<file path="src/rtl/accl_result_accumulator_pkg.sv">
// Shared accelerator types and constants used by the result accumulator
// and its output FIFO.
package AcceleratorPackage;

  localparam int AcclDataWidth = 32;
  localparam int FilterRowSize = 2;
  localparam int OutFifoDepth  = 16;

  typedef logic signed [AcclDataWidth-1:0] AcclDataType;

  typedef enum logic {
    s_Accum = 1'b0,
    s_Stall = 1'b1
  } AccumStateType;

  function automatic int clog2(input int value);
    int result;
    result = 0;
    while ((1 << result) < value) begin
      result = result + 1;
    end
    return result;
  endfunction

endpackage

</file>
<file path="src/rtl/accl_result_accumulator_out_fifo.sv">
// Show-ahead output FIFO: array storage with a registered head word that is
// refreshed every edge from the next read address.
module accl_out_fifo
  import AcceleratorPackage::*;
#(
  parameter int DataWidth = 32,
  parameter int Depth     = 16
) (
  input  logic                   clk,
  input  logic                   reset,
  input  logic                   clear,
  input  logic                   push,
  input  logic [DataWidth-1:0]   pushData,
  input  logic                   pop,
  output logic [DataWidth-1:0]   headData,
  output logic [clog2(Depth):0]  count,
  output logic                   empty,
  output logic                   full
);

  localparam int PtrWidth   = clog2(Depth);
  localparam int CountWidth = PtrWidth + 1;

  logic [DataWidth-1:0]  mem [Depth];
  logic [DataWidth-1:0]  headReg;
  logic [PtrWidth-1:0]   wrPtrReg;
  logic [PtrWidth-1:0]   rdPtrReg;
  logic [PtrWidth-1:0]   rdPtrNext;
  logic [CountWidth-1:0] countReg;
  logic                  doPush;
  logic                  doPop;

  assign empty    = (countReg == '0);
  assign full     = (countReg == CountWidth'(Depth));
  assign doPop    = pop && !empty;
  assign doPush   = push && (!full || doPop);
  assign rdPtrNext = doPop ? rdPtrReg + 1'b1 : rdPtrReg;

  always_ff @(posedge clk or negedge reset) begin
    if (!reset) begin
      wrPtrReg <= '0;
      rdPtrReg <= '0;
      countReg <= '0;
    end else if (clear) begin
      wrPtrReg <= '0;
      rdPtrReg <= '0;
      countReg <= '0;
    end else begin
      if (doPush) begin
        wrPtrReg <= wrPtrReg + 1'b1;
      end
      rdPtrReg <= rdPtrNext;
      case ({doPush, doPop})
        2'b10:   countReg <= countReg + 1'b1;
        2'b01:   countReg <= countReg - 1'b1;
        default: countReg <= countReg;
      endcase
    end
  end

  // A word written to the slot about to become the head must bypass the array.
  always_ff @(posedge clk) begin
    if (doPush) begin
      mem[wrPtrReg] <= pushData;
    end
    if (doPush && (wrPtrReg == rdPtrNext)) begin
      headReg <= pushData;
    end else begin
      headReg <= mem[rdPtrNext];
    end
  end

  assign headData = empty ? '0 : headReg;
  assign count    = countReg;

endmodule

</file>
<file path="src/rtl/accl_result_accumulator.sv">
// Accumulates MAC partial sums per filter row, saturates/ReLU-clamps the row
// total and queues it in the output FIFO, stalling the MAC when it is full.
module accl_result_accumulator
  import AcceleratorPackage::*;
#(
  parameter int DataWidth = AcclDataWidth,
  parameter int AccWidth  = 40,
  parameter int FifoDepth = OutFifoDepth
) (
  input  logic                       clk,
  input  logic                       reset,
  input  logic                       ClearIn,
  input  logic                       ResultValidIn,
  input  logic [DataWidth-1:0]       ResultIn,
  input  logic                       CellEndIn,
  input  logic                       RowEndIn,
  input  logic                       ReluEnIn,
  output logic                       StallOut,
  input  logic                       ReadEnIn,
  output logic [DataWidth-1:0]       DataOut,
  output logic [clog2(FifoDepth):0]  FifoCountOut,
  output logic                       FifoEmptyOut,
  output logic                       FifoFullOut,
  output logic [2:0]                 ErrorOut
);

  localparam int CellCountWidth = 16;
  localparam logic signed [AccWidth-1:0] SatMax =
    {{(AccWidth-DataWidth+1){1'b0}}, {(DataWidth-1){1'b1}}};
  localparam logic signed [AccWidth-1:0] SatMin =
    {{(AccWidth-DataWidth+1){1'b1}}, {(DataWidth-1){1'b0}}};

  AccumStateType             stateReg;
  AccumStateType             stateNext;
  logic [AccWidth-1:0]       accReg;
  logic [AccWidth-1:0]       accNext;
  logic [CellCountWidth-1:0] cellCountReg;
  logic [CellCountWidth-1:0] cellCountNext;
  logic [DataWidth-1:0]      pendingReg;
  logic [DataWidth-1:0]      pendingNext;
  logic [2:0]                errorReg;
  logic [2:0]                errorNext;

  logic [AccWidth-1:0]        resultExt;
  logic signed [AccWidth-1:0] sumWide;
  logic [DataWidth-1:0]       satWord;
  logic [DataWidth-1:0]       finalWord;
  logic                       fifoPush;
  logic [DataWidth-1:0]       fifoPushData;
  logic                       fifoPop;
  logic                       canPush;

  assign resultExt = {{(AccWidth-DataWidth){ResultIn[DataWidth-1]}}, ResultIn};
  assign sumWide   = $signed(accReg + resultExt);

  always_comb begin
    satWord = sumWide[DataWidth-1:0];
    if (sumWide > SatMax) begin
      satWord = SatMax[DataWidth-1:0];
    end else if (sumWide < SatMin) begin
      satWord = SatMin[DataWidth-1:0];
    end
  end

  assign finalWord = (ReluEnIn && satWord[DataWidth-1]) ? '0 : satWord;
  assign fifoPop   = ReadEnIn && !FifoEmptyOut;
  assign canPush   = !FifoFullOut || fifoPop;

  always_comb begin
    stateNext     = stateReg;
    accNext       = accReg;
    cellCountNext = cellCountReg;
    pendingNext   = pendingReg;
    errorNext     = errorReg;
    fifoPush      = 1'b0;
    fifoPushData  = finalWord;

    if (ReadEnIn && FifoEmptyOut) begin
      errorNext[1] = 1'b1;
    end

    case (stateReg)
      s_Accum: begin
        if (ResultValidIn) begin
          if (!RowEndIn) begin
            accNext = sumWide;
            if (CellEndIn) begin
              cellCountNext = cellCountReg + 1'b1;
            end
          end else begin
            accNext       = '0;
            cellCountNext = '0;
            if ((cellCountReg + 1'b1) != CellCountWidth'(FilterRowSize)) begin
              errorNext[2] = 1'b1;
            end
            if (canPush) begin
              fifoPush = 1'b1;
            end else begin
              pendingNext = finalWord;
              stateNext   = s_Stall;
            end
          end
        end
      end
      s_Stall: begin
        if (ResultValidIn) begin
          errorNext[0] = 1'b1;
        end
        // The FIFO is full here, so any pop frees exactly the slot we need.
        if (fifoPop) begin
          fifoPush     = 1'b1;
          fifoPushData = pendingReg;
          stateNext    = s_Accum;
        end
      end
      default: stateNext = s_Accum;
    endcase
  end

  always_ff @(posedge clk or negedge reset) begin
    if (!reset) begin
      stateReg     <= s_Accum;
      accReg       <= '0;
      cellCountReg <= '0;
      pendingReg   <= '0;
      errorReg     <= '0;
    end else if (ClearIn) begin
      stateReg     <= s_Accum;
      accReg       <= '0;
      cellCountReg <= '0;
      pendingReg   <= '0;
      errorReg     <= '0;
    end else begin
      stateReg     <= stateNext;
      accReg       <= accNext;
      cellCountReg <= cellCountNext;
      pendingReg   <= pendingNext;
      errorReg     <= errorNext;
    end
  end

  accl_out_fifo #(
    .DataWidth (DataWidth),
    .Depth     (FifoDepth)
  ) outFifo (
    .clk      (clk),
    .reset    (reset),
    .clear    (ClearIn),
    .push     (fifoPush),
    .pushData (fifoPushData),
    .pop      (ReadEnIn),
    .headData (DataOut),
    .count    (FifoCountOut),
    .empty    (FifoEmptyOut),
    .full     (FifoFullOut)
  );

  assign StallOut = (stateReg == s_Stall);
  assign ErrorOut = errorReg;

endmodule
</file>
<file path="config.mk">
export PLATFORM = sky130hd
export DESIGN_NAME = accl_result_accumulator
export DESIGN_NICKNAME = d
export VERILOG_FILES = /design/src/rtl/accl_result_accumulator_pkg.sv /design/src/rtl/accl_result_accumulator_out_fifo.sv /design/src/rtl/accl_result_accumulator.sv
export SDC_FILE = /design/constraint.sdc
export NUM_CORES = 1
export LEC_CHECK = 0
export CAP_MARGIN = 20
export CORE_MARGIN = 3
export CORE_UTILIZATION = 48
export CTS_CLUSTER_SIZE = 20
export DETAILED_ROUTE_END_ITERATION = 6
export MAX_ROUTING_LAYER = met4
export PLACE_DENSITY = 0.67
export SYNTH_ARGS = -nofsm -noshare
export SYNTH_HDL_FRONTEND = slang
export SYNTH_SLANG_ARGS = --single-unit
</file>
<file path="constraint.sdc">
create_clock -name clk -period 5 [get_ports clk]
set_clock_uncertainty 0.2 [all_clocks]
set_input_delay 0.75 -clock clk [delete_from_list [all_inputs] [get_ports clk]]
set_output_delay 0.75 -clock clk [all_outputs]
set_load 0.02 [all_outputs]
</file>
==> flow_summary.yaml, run 1 <==
clocking:
  cts_root_buf: "clkbuf_16"
  numCtsBuffers: 59
  hold_buffers: 0
  clkSinkCount: 621
  cts_tree: "done"
  clkTransAtPathRegs_ps: 60
  clk_latency_ps: 610
  cts_max_level: 2
  clock_path_buffers: 3
worst_setup_path:
  slowest_delay_ps: 710
  r2r-end: "outFifo.mem[0][26]"
  rr_startpoint: "accReg[0]"
  crit_path_end_kind: "flop"
  crit_top_cell: "buf_4"
  crit_chain: "clkdlybuf4s50_1 -> ha_1 -> fa_1 -> a211oi_2 -> o211ai_1 -> and3_1 -> o211ai_1 -> a211oi_1 -> a311oi_1 -> buf_4 -> nand4_1 -> o41ai_2 -> buf_4 -> nor2_4 -> buf_4 -> a211oi_2"
  cp_slowest_cell: "a211oi_2"
  crit_arrival_ps: 4910
  path_class: "input pin to flop"
  path_max_fanout: 16
  start_kind: "input pin"
  required_ps: 5080
  r2r_cells: 15
  rrSetupSlack_ps: 340
grt:
  use_met3_pct: 3.860
  grt.total_usage_pct: 23.51
  grt_first_pass_wirelength_um: 102300
  grt_pass1_vias: 16410
  grt_max_degree: 53
  grt_use_met1_pct: 32.28
  antenna_found_initial: 1
  top_usage_layer: "met2"
  gr-total-overflow: 0
  grt_use_met2_pct: 37.65
synth:
  synth_edf_count: 512
  synth_seq_cells: 621
  synth_commonest_cells: "edfxtp_1, mux4_2, nand2_1"
  yosysTopAreaCellShare_pct: 56.53
  syn-instance-count: 1665
  yosys.area.top_type: "edfxtp_1"
  avgSynthCellArea_sq_um: 16.33
  ys.flop_type: "edfxtp_1"
  synthesis.nets: 1756
  ys_seq_area_share_pct: 66.49
  netlist_area_sq_um: 27200
  yosys.cell_types.count: 73
  yosys_warnings: 0
  ys_async_sr_fraction_pct: 16.91
  yosysMostFrequentCell: "edfxtp_1"
  yosys-top-cells-area: "edfxtp_1, mux4_2, dfrtp_1"
cells_and_area:
  drive_gt1_share_pct: 23.98
  fillers: 4301
  layout.nets: 1950
  seqCellArea_sq_um: 18090
  multi_input_area_sq_um: 8921
  final_core_util_pct: 57.43
  syn2layout_area_growth_pct: 17.23
power:
  seq_power_share_pct: 42.3
  peakVddDrop_v: 0.0002852
  switchingPower_uw: 4257
  power_density_nw_per_um2: 462.4
  comb_power_share_pct: 28.8
  p_int_uw: 10490
  finalPower_uw: 14740
  p_clk_share_pct: 28.9
  p_leak_uw: 0.01103
  swShare_pct: 28.88
sta:
  min_period_over_period_pct: 96.67
  max_freq_ghz: 0.2069
  slew_violations: 0
  min_period_ps: 4833
  max_slew.worst_pin.slew_ps: 1027
  setup_violations: 0
  relSlewSlack_pct: 31.51
  rsz0062_at_grt: "yes"
  final-hold-violation-count: 0
routing:
  ant_nets: 0
  via_per_inst: 6.018
  wl_um: 66770
  vias: 15980
  drtPass1Iterations: 5
  wire_per_inst_um: 25.15
  drt_iter0_drc: 1738
  drc: 0
worst_hold_path:
  worstHoldPathType: "input pin to async pin"
floorplanning:
  die_w_um: 244.0
  die_area_sq_um: 59550
  num_io_pins: 83
  initial_core_util_pct: 48.98
  core_area_sq_um: 55520
  rows: 86
  die_h_um: 244.0
job:
  max_cap_violations: 0
placed_design:
  routabilityCongestion: 0.9557
  dp_hpwl_um: 39950
  portBuffers: 82
run_status:
  status: "complete, no violations"
## kinds of logic (layout without fill, tap and decap cells)
kind of cell             after synthesis  after routing  synth area share [%]
other                                  0              1                     0
XOR/XNOR                              47             47                 1.514
adder cells (fa/ha/maj)               51             51                 2.401
buffers and inverters                107            348                 1.748
AO/OA/AOI/OAI                        308            308                 7.890
AND/OR/NAND/NOR                      366            366                 6.528
multiplexers                         165            165                 13.43
flip-flops                           621            621                 66.49
## worst max path at each step
stage                     startpoint            endpoint  slack (ps)  depth (start not counted)
global route             ResultIn[0]  outFifo.mem[0][26]        -100                         16
CTS                      ResultIn[0]  outFifo.mem[8][23]         220                         16
global placement         ResultIn[0]  outFifo.mem[8][13]        -260                         16
finish                   ResultIn[0]  outFifo.mem[0][26]         170                         16
detailed placement       ResultIn[0]  outFifo.mem[5][25]        -420                         16
floorplan           outFifo.count[0]   outFifo.mem[0][0]        -220                          7
## sequential cells by signal (all words and copies together) (netlist names), named ones only
register / count
outFifo.rdPtrReg: 4
cellCountReg: 16
accReg: 40
outFifo.wrPtrReg: 4
outFifo.mem: 512
outFifo.count: 5
pendingReg: 32
StallOut: 1
ErrorOut: 3
## critical path: cells and delay by family
| family | cells | cell delay [ps] |
|---|---|---|
| and+or+nand+nor | 3 | 440 |
| AOI/OAI and AO/OA | 7 | 2050 |
| adders and majority gates | 2 | 680 |
| buffers and inverters | 4 | 990 |
## layout by cell type (no fill, tap or decap), types with 6 or more instances in the layout
master	Yosys	final
edfxtp_1	512	512
mux4_2	160	160
nand2_1	130	129
buf_4	3	127
dfrtp_1	105	105
o21ai_0	95	95
nor2_1	86	82
clkdlybuf4s50_1	0	81
clkbuf_16	0	59
a21oi_1	51	51
ha_1	49	49
nor2b_1	41	39
o211ai_1	39	39
xor2_1	24	24
xnor2_1	23	23
a211oi_4	0	23
nand4_1	22	22
inv_1	19	19
and3_1	18	17
clkbuf_1	58	17
a21o_1	14	14
buf_12	3	13
clkinv_2	0	12
nand3_1	11	11
a211oi_1	10	10
and2_1	13	9
a31oi_1	10	9
a211oi_2	31	8
nor3_1	11	8
nor4_1	9	6
o21ai_1	6	6
o31ai_1	6	6
o21a_1	6	6
a22o_1	6	6
## per-stage QoR
stage | hold WS, ps | cells | setup slack (ps) | instance area [sq um] | setup TNS (ps)
floorplan | 242.2 | 1665 | -219.9 | 27200 | -21110
global placement | 255.3 | 2546 | -261.3 | 29870 | -95630
detailed placement | 280.7 | 2546 | -419.6 | 29870 | -162380
CTS | 3.151 | 2654 | 216.8 | 31710 | 0
global route | 40.84 | 2654 | -103.4 | 31880 | -5321
finish | 1.395 | 2655 | 166.6 | 31880 | 0
## power groups by stage
stage / combinational (uW) / sequential, uW / clock (uW)
floorplan: 2740 / 6240 / 0
global route: 4570 / 6250 / 4560
global placement: 4160 / 6330 / 0
detailed placement: 4220 / 6340 / 0
finish: 4250 / 6230 / 4270
CTS: 4240 / 6230 / 4360
## repair_timing
action / CTS / global route
resized for setup: 0 / 23
setup buffers: 0 / 0
endpoints found under the setup margin: 0 / 432
## final cells by class
| class | count | area share, % |
|---|---|---|
| Sequential cell | 621 | 56.74 |
| Multi-Input combinational cell | 937 | 27.98 |
| Timing Repair Buffer | 221 | 6.349 |
| Clock buffer | 81 | 5.046 |
| Tap cell | 748 | 2.935 |
| Clock inverter | 27 | 0.7142 |
| Inverter | 19 | 0.2237 |
| Antenna cell | 1 | 0.007848 |
## per-layer routing
| layer | wire [um] | part of all wire, % | up-vias |
|---|---|---|---|
| met1 | 27910 | 42 | 8300 |
| met5 | 0 | 0 | - |
| met4 | 1204 | 1.8 | 0 |
| met3 | 4765 | 7.1 | 89 |
| met2 | 32880 | 49 | 590 |
| li1 | - | - | 6999 |
Power figures use the tool's default switching activity.
==> run 2: changes to the inputs <==
--- a/config.mk
+++ b/config.mk
@@ -6,7 +6,7 @@
 export NUM_CORES = 1
 export LEC_CHECK = 0
 export CAP_MARGIN = 20
-export CORE_MARGIN = 3
+export CORE_MARGIN = 10
 export CORE_UTILIZATION = 48
 export CTS_CLUSTER_SIZE = 20
 export DETAILED_ROUTE_END_ITERATION = 6
==> flow_summary.yaml, run 2 (same netlist as run 1, synthesis figures left out) <==
run_status:
  status: "complete, no violations"
cells_and_area:
  layout_common_cells: "edfxtp_1, mux4_2, buf_4"
  largest_reg_flops: 512
  diodes: 0
  top_register: "outFifo.mem"
  syn2layout_area_growth_pct: 17.99
  fillers: 4356
  drive_gt1_share_pct: 24.93
  seqCellArea_sq_um: 18090
  layout.nets: 1958
  final_common_cell: "edfxtp_1"
  largestRegisters: "outFifo.mem x512, accReg x40, pendingReg x32"
  multi_input_area_sq_um: 8771
  final_cell_count_no_fill: 2673
grt:
  grt_first_pass_wirelength_um: 101400
  antenna_found_initial: 1
  gr-total-overflow: 0
  grt.total_usage_pct: 20.73
  grt_pass1_vias: 16170
  grt_max_degree: 59
routing:
  drtPass1Iterations: 5
  drc: 0
  wl_um: 67060
  wire_per_inst_um: 25.09
  vias: 15970
  via_per_inst: 5.973
  drt_iter0_drc: 1397
  ant_nets: 0
placed_design:
  dp_hpwl_um: 40990
  portBuffers: 82
  routabilityCongestion: 0.8649
  dp_cells: 2561
clocking:
  clock_path_buffers: 3
  cts_max_level: 2
  clkSinkCount: 621
  clkTransAtPathRegs_ps: 70
  cts_setup_buffers: 0
  numCtsBuffers: 59
  clk_latency_ps: 620
  cts_root_buf: "clkbuf_16"
  cts_tree: "done"
floorplanning:
  die_w_um: 258.0
  core_area_sq_um: 56280
  num_io_pins: 83
  die_area_sq_um: 66580
  initial_core_util_pct: 48.33
  rows: 87
  die_h_um: 258.0
sta:
  max_freq_ghz: 0.2089
  max_slew.worst_pin.slew_ps: 944.3
  setup_violations: 0
  relSlewSlack_pct: 36.93
  min_period_ps: 4786
  final-hold-violation-count: 0
  slew_violations: 0
  rsz0062_at_grt: "no"
  min_period_over_period_pct: 95.73
  setup_tns_ps: 0
worst_setup_path:
  start_kind: "input pin"
  required_ps: 5070
  path_max_fanout: 16
  crit_path_end_kind: "flop"
  path_class: "input pin to flop"
  crit_arrival_ps: 4850
job:
  max_cap_violations: 0
worst_hold_path:
  worstHoldPathType: "flop to flop"
power:
  p_leak_uw: 0.01120
  power_density_nw_per_um2: 473.8
  peakVddDrop_v: 0.0002909
## run 2: layer usage
metal	part of all wire, %	vias to the layer above	track usage [%]	wire [um]
met2	50	592	33.97	33230
met1	41	8256	26.59	27650
li1	-	7035	-	-
met5	0	-	-	0
met3	7.2	84	3.696	4819
met4	2.0	0	5.244	1358
## run 2: through the flow
step	utilization, %	hold slack (ps)	instance area, sq um	total power, uW	worst slack, ps
after floorplan	-	242.2	27200	8981	-219.9
after global placement	53.16	253.4	29910	10520	-351.8
after detailed placement	53.18	263.1	29930	10580	-437.7
after CTS	56.98	276.6	32070	15340	181.5
after global routing	57.02	282.7	32090	15840	17.28
final	57.02	271.7	32090	15200	213.6
## run 2: worst paths after layout
path	slack [ps]	from	endpoint	cells past startpoint
setup / recovery	210	ResultIn[0]	outFifo.mem[7][22]	16
hold / removal	270	outFifo.rdPtrReg[3]	flop	1
setup reg to reg	400	accReg[0]	outFifo.mem[7][22]	15
hold reg to reg	270	outFifo.rdPtrReg[3]	flop	1
max in group asynchronous	3030	reset	pendingReg[30]	3
min in group asynchronous	530	reset	cellCountReg[6]	2
## run 2: area by class of cell
cell class                      instances  area share [%]
Inverter                               19          0.2222
Clock buffer                           74           5.159
Tap cell                              756           2.948
Multi-Input combinational cell        937           27.33
Sequential cell                       621           56.38
Timing Repair Buffer                  229           6.488
Clock inverter                         37           1.470
## run 2: repair_timing
item                                    CTS  global route
resized for setup                         0             3
hold buffers                              1             0
hold endpoints to repair                  2             0
endpoints found under the setup margin    0            39
## run 2: power breakdown
| group | internal [uW] | switching, uW |
|---|---|---|
| Sequential | 6050 | 167 |
| Combinational | 2000 | 2200 |
| Clock | 2870 | 1920 |
## run 2: critical path, stage by stage
cell and delay, ps:
clkdlybuf4s50_1 410, ha_1 230, fa_1 410, a211oi_2 230, o211ai_1 120, and3_1 220, o211ai_1 290, a211oi_1 130
a311oi_1 350, buf_4 180, nand4_1 130, o41ai_2 230, buf_4 180, nor2_4 70, buf_12 170, a211oi_2 730
